[src/rtl/eth_pkg.sv]
// Shared Ethernet definitions for the RMII MAC transmit and receive paths.
package eth_pkg;

   localparam logic [7:0]  PREAMBLE_BYTE = 8'h55;
   localparam logic [7:0]  SFD_BYTE      = 8'hD5;
   localparam logic [31:0] CRC_INIT      = 32'hFFFFFFFF;
   localparam logic [31:0] CRC_POLY_REF  = 32'hEDB88320;

   typedef enum logic [2:0] {
      IDLE,
      PREAMBLE,
      SFD,
      DATA,
      PAD,
      FCS,
      IFG
   } tx_state_t;

   // One byte of reflected CRC-32, LSB of the byte first.
   function automatic logic [31:0] crc32_byte(input logic [31:0] crc, input logic [7:0] data);
      logic [31:0] c;
      c = crc ^ {24'h000000, data};
      for (int i = 0; i < 8; i++) begin
         c = c[0] ? ((c >> 1) ^ CRC_POLY_REF) : (c >> 1);
      end
      return c;
   endfunction

endpackage

[src/rtl/eth_crc32.sv]
// Byte-wide Ethernet CRC-32 register: init has priority over en.
module eth_crc32
   import eth_pkg::*;
(
   input  logic        clk,
   input  logic        rst_n,
   input  logic        init,
   input  logic        en,
   input  logic [7:0]  data,
   output logic [31:0] crc
);

   logic [31:0] crc_q;

   // CRC state: reload on init, fold in one byte per enable.
   always_ff @(posedge clk or negedge rst_n) begin
      if (!rst_n) begin
         crc_q <= CRC_INIT;
      end else if (init) begin
         crc_q <= CRC_INIT;
      end else if (en) begin
         crc_q <= crc32_byte(crc_q, data);
      end
   end

   assign crc = crc_q;

endmodule

[src/rtl/rmii_mac_tx.sv]
// RMII transmit MAC: byte stream in, preamble/SFD/payload/pad/FCS dibits out, then IFG.
// State, dcnt and byte_q describe the dibit currently on the wire; the wire registers
// are loaded from the next-state values so TX_EN rises one clock after IDLE sees valid.
module rmii_mac_tx
   import eth_pkg::*;
#(
   parameter int unsigned IFG_BYTES = 12,
   parameter int unsigned MIN_BYTES = 60,
   parameter bit          PAD_EN    = 1'b1
) (
   input  logic       clk,
   input  logic       rst_n,
   input  logic [7:0] mac_tx_data,
   input  logic       mac_tx_valid,
   input  logic       mac_tx_last,
   output logic       mac_tx_ready,
   output logic [1:0] rmii_txd,
   output logic       rmii_tx_en,
   output logic       tx_busy,
   output logic       tx_done,
   output logic       tx_underrun
);

   localparam int unsigned      IfgCycles = IFG_BYTES * 4;
   localparam int unsigned      IfgW      = $clog2(IfgCycles + 1);
   // The IDLE cycle before the next preamble is the last gap cycle, so IFG holds one less.
   localparam logic [IfgW-1:0]  IfgLast   = IfgW'(IfgCycles - 2);
   localparam logic [10:0]      MinCnt    = 11'(MIN_BYTES);

   tx_state_t        state_q, state_d;
   logic [1:0]       dcnt_q, dcnt_d;
   logic [7:0]       byte_q, byte_d;
   logic [10:0]      cnt_q, cnt_d;
   logic [2:0]       idx_q, idx_d;
   logic [IfgW-1:0]  ifg_q, ifg_d;
   logic             last_q, last_d;
   logic             bad_q, bad_d;
   logic [1:0]       txd_q, txd_d;
   logic             tx_en_q, tx_en_d;
   logic             done_q, done_d;
   logic             crc_en;
   logic [31:0]      crc;
   logic [31:0]      fcs_word;
   logic             slot_end;
   logic             need_pad;
   logic [10:0]      cnt_inc;

   assign slot_end = (dcnt_q == 2'd3);
   assign need_pad = PAD_EN && (cnt_q < MinCnt);
   assign cnt_inc  = (cnt_q == 11'h7FF) ? cnt_q : cnt_q + 11'd1;

   eth_crc32 u_crc (
      .clk   (clk),
      .rst_n (rst_n),
      .init  (state_q == IDLE),
      .en    (crc_en),
      .data  (byte_d),
      .crc   (crc)
   );

   // State register.
   always_ff @(posedge clk or negedge rst_n) begin
      if (!rst_n) begin
         state_q <= IDLE;
      end else begin
         state_q <= state_d;
      end
   end

   // Next state: transitions happen on byte boundaries, except IDLE and IFG.
   always_comb begin
      state_d = state_q;
      unique case (state_q)
         IDLE:     if (mac_tx_valid) state_d = PREAMBLE;
         PREAMBLE: if (slot_end && idx_q == 3'd6) state_d = SFD;
         SFD:      if (slot_end) state_d = mac_tx_valid ? DATA : FCS;
         DATA: begin
            if (slot_end) begin
               if (last_q) begin
                  state_d = need_pad ? PAD : FCS;
               end else if (!mac_tx_valid) begin
                  state_d = FCS;
               end
            end
         end
         PAD:      if (slot_end && !need_pad) state_d = FCS;
         FCS:      if (slot_end && idx_q == 3'd3) state_d = IFG;
         IFG:      if (ifg_q == IfgLast) state_d = IDLE;
         default:  state_d = IDLE;
      endcase
   end

   // Outputs and datapath next values: byte loads, CRC updates, wire dibit.
   always_comb begin
      dcnt_d   = dcnt_q;
      byte_d   = byte_q;
      cnt_d    = cnt_q;
      idx_d    = idx_q;
      ifg_d    = ifg_q;
      last_d   = last_q;
      bad_d    = bad_q;
      crc_en   = 1'b0;
      fcs_word = 32'h0;

      mac_tx_ready = slot_end && ((state_q == SFD) || (state_q == DATA && !last_q));
      tx_underrun  = mac_tx_ready && !mac_tx_valid;
      tx_busy      = (state_q != IDLE);
      done_d       = (state_q == FCS) && (idx_q == 3'd3) && (dcnt_q == 2'd2);

      if (tx_underrun) bad_d = 1'b1;

      if (state_q == IDLE) begin
         if (state_d == PREAMBLE) begin
            dcnt_d = 2'd0;
            byte_d = PREAMBLE_BYTE;
            cnt_d  = 11'd0;
            idx_d  = 3'd0;
            last_d = 1'b0;
            bad_d  = 1'b0;
         end
      end else if (state_q == IFG) begin
         ifg_d = ifg_q + IfgW'(1);
      end else begin
         dcnt_d = dcnt_q + 2'd1;
         if (slot_end) begin
            case (state_d)
               PREAMBLE: begin
                  byte_d = PREAMBLE_BYTE;
                  idx_d  = idx_q + 3'd1;
               end
               SFD: byte_d = SFD_BYTE;
               DATA: begin
                  byte_d = mac_tx_data;
                  last_d = mac_tx_last;
                  cnt_d  = cnt_inc;
                  crc_en = 1'b1;
               end
               PAD: begin
                  byte_d = 8'h00;
                  cnt_d  = cnt_inc;
                  crc_en = 1'b1;
               end
               FCS: begin
                  idx_d = (state_q == FCS) ? idx_q + 3'd1 : 3'd0;
                  // An underrun sends the un-inverted CRC so the receiver rejects the frame.
                  fcs_word = crc ^ {32{~bad_d}};
                  byte_d   = fcs_word[{idx_d[1:0], 3'b000} +: 8];
               end
               IFG: ifg_d = '0;
               default: ;
            endcase
         end
      end

      tx_en_d = state_d inside {PREAMBLE, SFD, DATA, PAD, FCS};
      txd_d   = tx_en_d ? byte_d[{dcnt_d, 1'b0} +: 2] : 2'b00;
   end

   // Datapath and registered wire outputs.
   always_ff @(posedge clk or negedge rst_n) begin
      if (!rst_n) begin
         dcnt_q  <= 2'd0;
         byte_q  <= 8'h00;
         cnt_q   <= 11'd0;
         idx_q   <= 3'd0;
         ifg_q   <= '0;
         last_q  <= 1'b0;
         bad_q   <= 1'b0;
         txd_q   <= 2'b00;
         tx_en_q <= 1'b0;
         done_q  <= 1'b0;
      end else begin
         dcnt_q  <= dcnt_d;
         byte_q  <= byte_d;
         cnt_q   <= cnt_d;
         idx_q   <= idx_d;
         ifg_q   <= ifg_d;
         last_q  <= last_d;
         bad_q   <= bad_d;
         txd_q   <= txd_d;
         tx_en_q <= tx_en_d;
         done_q  <= done_d;
      end
   end

   assign rmii_txd   = txd_q;
   assign rmii_tx_en = tx_en_q;
   assign tx_done    = done_q;

endmodule

[config.mk]
export PLATFORM = sky130hd
export DESIGN_NAME = rmii_mac_tx
export DESIGN_NICKNAME = d
export VERILOG_FILES = /design/src/rtl/eth_pkg.sv /design/src/rtl/eth_crc32.sv /design/src/rtl/rmii_mac_tx.sv
export SDC_FILE = /design/constraint.sdc
export NUM_CORES = 1
export LEC_CHECK = 0
export ABC_CLOCK_PERIOD_IN_PS = 7450
export CORE_AREA = 2 2 121 123
export DETAILED_ROUTE_END_ITERATION = 8
export DIE_AREA = 0 0 123 125
export PLACE_DENSITY = 0.57
export SYNTH_ARGS = -nofsm -noshare
export SYNTH_HDL_FRONTEND = slang
export SYNTH_SLANG_ARGS = --single-unit
[constraint.sdc]
create_clock -name clk -period 7.45 [get_ports clk]
set_clock_uncertainty 0.15 [all_clocks]
set_input_delay 0.745 -clock clk [delete_from_list [all_inputs] [get_ports clk]]
set_output_delay 0.745 -clock clk [all_outputs]
set_load 0.05 [all_outputs]
**Word-level counts from Yosys, hierarchy flattened**

Cells that the tools add are included.

- Shift-type cells: 2
- Reduce and logical (&&, ||, !) cells: 27
- Bitwise gates (word level): 12
- Equal/unequal tests: 21
- Muxes and demuxes: 58
- Magnitude comparators: 1
- Add/subtract/negate cells: 4

Operators with widths:

| kind | number |
|---|---|
| two-way mux 32 bit | 10 |
| NOT 13 -> 14 bit | 8 |
| two-way mux 11 bit | 6 |
| two-way mux 3 bit | 15 |
| case mux 8 bit (5 select lines) | 1 |
| two-way mux 8 bit | 4 |
| indexed part select 32 x 6 -> 8 bit | 1 |
| bitwise XOR 32 bit | 1 |
| bitwise XOR 32 x 8 -> 32 bit | 1 |
| == test 3 bit, second input constant | 7 |
| case mux 3 bit (7 select lines) | 1 |
| two-way mux 6 bit | 3 |
| == test 3 x 2 -> 1 bit, second input constant | 5 |
| two-way mux 1 bit | 13 |
| nonzero test 2 bit | 6 |
| adder 11 x 1 -> 11 bit, second input constant | 1 |
| == test 11 bit, second input constant | 1 |
| < comparator 11 x 6 -> 1 bit, second input constant | 1 |
| logical AND 1 bit | 8 |
| two-way mux 2 bit | 4 |
| AND reduction 4 bit | 2 |
| indexed part select 8 x 4 -> 2 bit | 1 |
| adder 6 x 1 -> 6 bit, second input constant | 1 |
| == test 3 x 1 -> 1 bit, second input constant | 2 |
| other kinds (16) | 22 |

- Input bits: 12
- Register bits after elaboration: 71

**Logic depth before layout (Yosys ltp)**

Gate-level depths: netlist of the first run.

- Depth after elaboration: 32
- Mapped depth: 15

**Cells and area by module**

A second synthesis of the first run with hierarchy kept.

- Cells, all modules: 486
- Area total of the unflattened synthesis: 4,764.6 µm²

Modules (own cells, without submodules):

| module | area an instance (µm²) | times used | seq. area each (µm²) | cells each |
|---|---|---|---|---|
| rmii_mac_tx | 2,686.3 | 1 | 975.9 | 294 |
| eth_crc32 | 2,078.2 | 1 | 840.8 | 192 |

**Least setup slack after synthesis of the first run**

Ideal clock, no wire load.

- Kind: register to register
- Start: register idx_q[0]
- End: register u_crc.crc_q[18], in the netlist u_crc.crc[18]
- Period minus slack after synthesis: 3.679 ns
- Data arrival time: 3.456 ns
- Buffers on the path: 2
- Setup time: 0.073 ns
- Stages on the path, launching flop included: 14
- Setup slack: 3.771 ns
- Cell sequence: dfrtp_1 -> buf_2 -> inv_1 -> ha_1 -> nand4bb_1 -> clkbuf_1 -> a211oi_1 -> o31a_1 -> nor3_1 -> o41a_1 -> xnor3_1 -> xnor3_1 -> xnor3_1 -> a21oi_1

- Word-level cells in the longest chain between the ends: 24
- Elaborated cells on any way between the ends: 42

Ends and longest elaborated chain:

| item | RTL line | text |
|---|---|---|
| start, declared | rmii_mac_tx.sv:34 | `logic [2:0] idx_q, idx_d;` |
| start signal, assigned | rmii_mac_tx.sv:176 | `idx_q <= idx_d;` |
| parallel branches: the longest is 24 deep, another holds adder 3 x 1 -> 3 bit | n/a |  |
| end signal, assigned | eth_crc32.sv:22 | `crc_q <= crc32_byte(crc_q, data);` |
| end, declared | eth_crc32.sv:13 | `logic [31:0] crc_q;` |

Parallel ways; which one is timed is not known. The select of a mux whose other input is x is not followed.
A chain may end at the register's enable or synchronous reset.

**Worst setup path in the final report of the first run**

Same ends and word-level chain as after synthesis.

==> results of run 1 <==
routing by layer:
layer	track usage [%]	wire (µm)
met1	22.5	5320
met2	25.6	5630
met3	3.60	543
met4	7.35	301
met5	0	0
registers in the layout, indices dropped and copies added, names as in the netlist:
signal,count
bad_q,1
byte_q,8
cnt_q,11
dcnt_q,2
idx_q,3
ifg_q,6
last_q,1
rmii_tx_en,1
rmii_txd,2
state_q,3
tx_done,1
u_crc.crc,32
power breakdown:
group / total [µW] / internal, µW / switching (µW)
Clock: 415 / 243 / 172
Sequential: 688 / 539 / 149
Combinational: 1850 / 893 / 958
per-stage QoR:
stage | setup slack, ps | instances | power (µW) | hold WS, ps
3_3_place_gp | 3210 | 649 | 2530 | 328
3_5_place_dp | 3120 | 649 | 2540 | 335
6_report | 3070 | 665 | 2950 | 346
4_1_cts | 3090 | 665 | 2980 | 349
2_1_floorplan | 3770 | 473 | 2200 | 299
5_1_grt | 2820 | 665 | 3170 | 373
cells in the final DEF (no fill, tap or decap), types with 3 or more instances in the layout:
master,netlist,routed
a211o_1,3,3
a21oi_1,37,37
a32o_1,4,4
and2_1,10,10
and3_1,10,10
and4_1,3,3
buf_4,4,4
clkbuf_16,0,9
clkdlybuf4s50_1,0,17
dfrtp_1,39,39
dfstp_2,32,32
ha_1,8,8
inv_1,8,8
mux2_2,3,3
mux2i_1,7,7
nand2_1,31,31
nand3_1,12,12
nand3b_1,3,3
nand4_1,4,4
nor2_1,25,24
nor3_1,44,43
nor4b_1,3,3
o211ai_1,3,3
o21ai_0,13,13
o2bb2ai_1,4,4
o31ai_1,6,6
o41a_1,3,3
xnor2_1,39,39
xnor3_1,12,12
xor2_1,26,26
worst paths after layout:
check,start,to,slack [ps]
min reg2reg,ifg_q[5],ifg_q[5],350
min,ifg_q[5],ifg_q[5],350
max reg2reg,idx_q[0],u_crc.crc[18],3070
min in group asynchronous,rst_n,cnt_q[8],440
max,idx_q[0],u_crc.crc[18],3070
max in group asynchronous,rst_n,state_q[1],6060
critical path, delay by kind of cell, from the launching register on:
family                   cells  cell delay, ps
flip-flops                   1             740
adder cells (fa/ha/maj)      1             420
AND/OR/NAND/NOR              2             460
buffers and inverters        1             180
AO/OA/AOI/OAI                4            1330
XOR/XNOR                     3            1020
cell families (layout without fill, tap and decap cells):
group           count (synthesis)  in the layout  synth area share, %
fa+ha+maj                       8              8                 2.07
xor+xnor                       83             83                 20.0
flops                          71             71                 37.6
simple gates                  161            161                 18.0
mux                            12             12                 3.08
buf+inv                        38             46                 3.58
compound gates                100            100                 15.7
cell type report:
| cell class | instances | area (µm²) |
|---|---|---|
| clock inverters | 3 | 20.0 |
| flip-flops and latches | 71 | 1820 |
| well taps | 184 | 230 |
| inverters | 8 | 30.0 |
| multi-input cells | 364 | 2850 |
| fillers | 1419 | 8790 |
| clock buffers | 13 | 260 |
| repair buffers | 22 | 205 |
==> impl_metrics.env, run 1 <==
export IMPL_outcome="finished, final reports clean"
export IMPL_synthMostInstantiatedCell="nor3_1"
export IMPL_yosys_area_top_type="dfrtp_1"
export IMPL_postRouteWirelength_um=11800
export IMPL_finalCriticalPeriod_ps=4380
export IMPL_syn_nets=493
export IMPL_grt_pass1_wl_um=19600
export IMPL_clk_pin_slew_worst_paths_ps=60
export IMPL_slowest_delay_ps=740
export IMPL_final_area_mm2=0.00542
export IMPL_yosys_warnings=0
export IMPL_core_mm2=0.0142
export IMPL_cts_sinks=71
export IMPL_powerDensity_mw_per_mm2=546
export IMPL_io_pins=19
export IMPL_rsz0062_at_grt="no"
export IMPL_row_count=44
export IMPL_crit_required_ps=7580
export IMPL_cts_root_buf="clkbuf_16"
export IMPL_hold_viol_final=0
export IMPL_synthFlopType="dfrtp_1"
export IMPL_async_reset_ff_share_pct=100
export IMPL_cts_resized_gates=0
export IMPL_yosys_top_cells_count="44 x nor3_1, 39 x dfrtp_1, 39 x xnor2_1, 37 x a21oi_1, 32 x dfstp_2"
export IMPL_grt_overflow_total=0
export IMPL_grt_pass1_vias=3590
export IMPL_antenna_found_initial=0
export IMPL_clk_latency_ps=350
export IMPL_critical_path_arrival_ps=4510
export IMPL_yosysUniqueCellTypes=73
export IMPL_grt_max_degree=72
export IMPL_place_congestion=0.838
export IMPL_relSlewSlack_pct=37.4
export IMPL_dieWidth_um=123
export IMPL_postCtsSetupBuffers=0
export IMPL_tightest_slew_ps=940
export IMPL_synth_area_leaders="dfrtp_1 20%, dfstp_2 17%, xnor2_1 7.1%"
export IMPL_via_per_inst=5.33
export IMPL_crit_path_frequent_cell="xnor3_1"
export IMPL_hold_class="reg2reg"
export IMPL_leakage_uw=0.00215
export IMPL_setup_viol_count_final=0
export IMPL_cts_tree="built"
export IMPL_syn_inst=473
export IMPL_max_clock_freq_mhz=228
export IMPL_critPathSlowestCell="dfrtp_1"
export IMPL_rr_worst_depth=11
export IMPL_cts_buffers=9
export IMPL_crit_type="reg2reg"
export IMPL_ctsHoldBuffers=0
export IMPL_whs_path_depth=1
export IMPL_cts_max_level=3
export IMPL_numPortBuffers=18
export IMPL_syn2layout_area_growth_pct=12.1
export IMPL_dr_first_iter_drc_count=262
export IMPL_via_count=3545
export IMPL_start_util_pct=34.0
export IMPL_grt_usage_pct=16.7
export IMPL_peakVddDrop_mv=0.210
export IMPL_setup_tns_ps=0
export IMPL_first_pass_iters=4
export IMPL_cap_viol_max_count=0
export IMPL_period_share_pct=58.8
export IMPL_num_antenna_cells=0
export IMPL_crit_chain="inv_1 > ha_1 > nand4bb_1 > a211oi_1 > o31a_1 > nor3_1 > o41a_1 > xnor3_1 > xnor3_1 > xnor3_1 > a21oi_1"
export IMPL_wl_per_cell_um=17.7
export IMPL_dieArea_mm2=0.0154
export IMPL_worstSetupStartpointType="flop"
export IMPL_drc=0
export IMPL_postLayoutCoreUtil_pct=38.1
export IMPL_syn_area_per_cell_um2=10.2
export IMPL_drive_above_1_share_pct=17.0
export IMPL_drv_slew=0
export IMPL_synth_edff_count=0
export IMPL_endpoint_kind="flop"
export IMPL_syn_area_mm2=0.00483
export IMPL_placed_area_mm2=0.00513
export IMPL_final_nets=496
export IMPL_die_height_um=125
export IMPL_clk_path_buf_depth=2
export IMPL_detail_route_antenna_nets=0
export IMPL_yosysSeqAreaShare_pct=37.6
export IMPL_hpwlAfterDp_um=8440
export IMPL_synth_top_area_share_pct=20.2
export IMPL_ys_ff_latch=71
export IMPL_path_max_fanout=16
Note: power is estimated with default switching activity, not from simulation.
==> inputs of run 2 (changes only) <==
- ABC_CLOCK_PERIOD_IN_PS: 7450 -> 3900
- PLACE_DENSITY: 0.57 -> 0.59
- clock period: 7.45 -> 3.9 ns (I/O delays scaled with it)
==> run 2 against run 1 <==
  * Combinational power up 100%
  * Setup slack worse by 2900 ps
  * Fmax up 19%
  * Sequential power up 87%
  * Via count rose by 1.4%
  * Register-to-register slack lost 2900 ps
  * Sequential cell count unchanged
  * Cell area rose by 3.0%
  * Clock power is 100% higher
  * Cell count increased by 2.7%
  * Non-clock buffer count rose by 18
  * Die area unchanged
==> impl_metrics.env, run 2 (synthesis results as in run 1) <==
export IMPL_hold_viol_final=0
export IMPL_place_congestion=0.891
export IMPL_drive_above_1_share_pct=20.8
export IMPL_cts_tree="built"
export IMPL_r2r_start="idx_q[0]"
export IMPL_first_pass_iters=4
export IMPL_final_common_cell="nor3_1"
export IMPL_tightest_slew_ps=760
export IMPL_worstSetupStartpointType="flop"
export IMPL_clk_latency_ps=350
export IMPL_cts_buffers=9
export IMPL_final_area_mm2=0.00558
export IMPL_r2r_end="u_crc.crc[22]"
export IMPL_num_antenna_cells=0
export IMPL_whs_path_depth=1
export IMPL_postRouteWirelength_um=12100
export IMPL_fin_cells=683
export IMPL_core_mm2=0.0142
export IMPL_grt_overflow_total=0
export IMPL_relSlewSlack_pct=48.8
export IMPL_row_count=44
export IMPL_period_share_pct=94.7
export IMPL_clk_path_buf_depth=2
export IMPL_hold_class="reg2reg"
export IMPL_cap_viol_max_count=0
export IMPL_path_max_fanout=15
export IMPL_dr_first_iter_drc_count=263
export IMPL_grt_max_degree=66
export IMPL_dieArea_mm2=0.0154
export IMPL_rsz0062_at_grt="no"
export IMPL_final_nets=514
export IMPL_antenna_found_initial=0
export IMPL_cts_root_buf="clkbuf_16"
export IMPL_syn2layout_area_growth_pct=15.5
export IMPL_critical_path_arrival_ps=3810
export IMPL_min_from="ifg_q[5]"
export IMPL_grt_pass1_wl_um=19900
export IMPL_start_util_pct=34.0
export IMPL_final_cell_mix="43 x nor3_1, 39 x xnor2_1, 37 x a21oi_1, 37 x dfrtp_1, 32 x dfstp_2"
export IMPL_clk_pin_slew_worst_paths_ps=60
export IMPL_crit_required_ps=4020
export IMPL_numPortBuffers=18
export IMPL_post_place_cells=665
export IMPL_via_count=3596
export IMPL_wl_per_cell_um=17.7
export IMPL_die_height_um=125
export IMPL_dieWidth_um=123
export IMPL_drv_slew=0
export IMPL_crit_type="reg2reg"
export IMPL_peakVddDrop_mv=0.361
export IMPL_detail_route_antenna_nets=0
export IMPL_placed_area_mm2=0.00526
export IMPL_io_pins=19
export IMPL_hold_path_end="ifg_q[5]"
export IMPL_setup_viol_count_final=0
export IMPL_outcome="finished, final reports clean"
export IMPL_drc=0
export IMPL_cts_max_level=3
export IMPL_grt_usage_pct=16.7
export IMPL_grt_pass1_vias=3654
export IMPL_largest_reg_flops=32
export IMPL_finalCriticalPeriod_ps=3690
export IMPL_max_clock_freq_mhz=271
export IMPL_leakage_uw=0.00225
export IMPL_hpwlAfterDp_um=8920
export IMPL_endpoint_kind="flop"
export IMPL_powerDensity_mw_per_mm2=1050
export IMPL_rrSetupSlack_ps=210
export IMPL_rr_worst_depth=11
export IMPL_cts_sinks=71
export IMPL_whs_ps=340
export IMPL_via_per_inst=5.27
run 2: cell types whose count changed in the layout (fill, tap and decap cells not counted), moves of 2 or more:
cell	before	now
dfrtp_1	39	37
dfrtp_2	0	2
buf_4	4	21
clkinvlp_4	2	0
run 2: per-layer routing:
metal	wire [µm]	track usage [%]
met1	5470	22.0
met2	5950	26.8
met3	420	4.38
met4	218	4.88
met5	0	0
run 2: worst max-delay path by stage:
stage,from,to,slack (ps),depth (start not counted)
6_report,idx_q[0],u_crc.crc[22],210,11
5_1_grt,idx_q[0],u_crc.crc[18],10,12
4_1_cts,idx_q[0],u_crc.crc[24],60,12
3_5_place_dp,mac_tx_valid,u_crc.crc[22],-130,10
3_3_place_gp,mac_tx_valid,u_crc.crc[22],-80,10
2_1_floorplan,idx_q[0],u_crc.crc[18],220,13
run 2: through the flow:
step | TNS, ps | setup slack (ps) | util [%] | power (µW)
after floorplan | 0 | 221 | - | 4210
after global placement | -221 | -81.9 | 37.0 | 4990
after detailed placement | -739 | -127 | 37.0 | 5030
after CTS | 0 | 55.4 | 39.2 | 5900
after global routing | 0 | 14.1 | 39.3 | 6280
final | 0 | 206 | 39.3 | 5870
run 2: final cells by class:
| type | instances | area (µm²) |
|---|---|---|
| Clock buffer | 12 | 256 |
| Inverter | 8 | 30.0 |
| Clock inverter | 4 | 43.8 |
| Tap cell | 184 | 230 |
| Multi-Input combinational cell | 364 | 2860 |
| Timing Repair Buffer | 40 | 343 |
| Fill cell | 1432 | 8620 |
| Sequential cell | 71 | 1820 |
run 2: power breakdown:
group | leakage, µW | switching, µW | internal [µW]
registers | 0.000838 | 262 | 1030
clock network | 0.000150 | 310 | 525
logic | 0.00126 | 1920 | 1830
total | 0.00225 | 2490 | 3380
run 2: critical path: stages, from the launching register on:
cell and delay (ps):
dfrtp_1 370, buf_4 200, ha_1 220, ha_1 220, a32oi_2 260, and2_1 350
nor4b_4 120, a221o_2 480, xnor3_1 570, xnor3_1 340, xnor2_1 160, a21oi_1 160
run 2: repair_timing:
item / in CTS / in global routing
pin swaps: 0 / 1
hold endpoints to repair: 6 / 0
hold buffers: 1 / 0
resized for setup: 2 / 3
endpoints found under the setup margin: 9 / 7
buffers inserted: 0 / 1
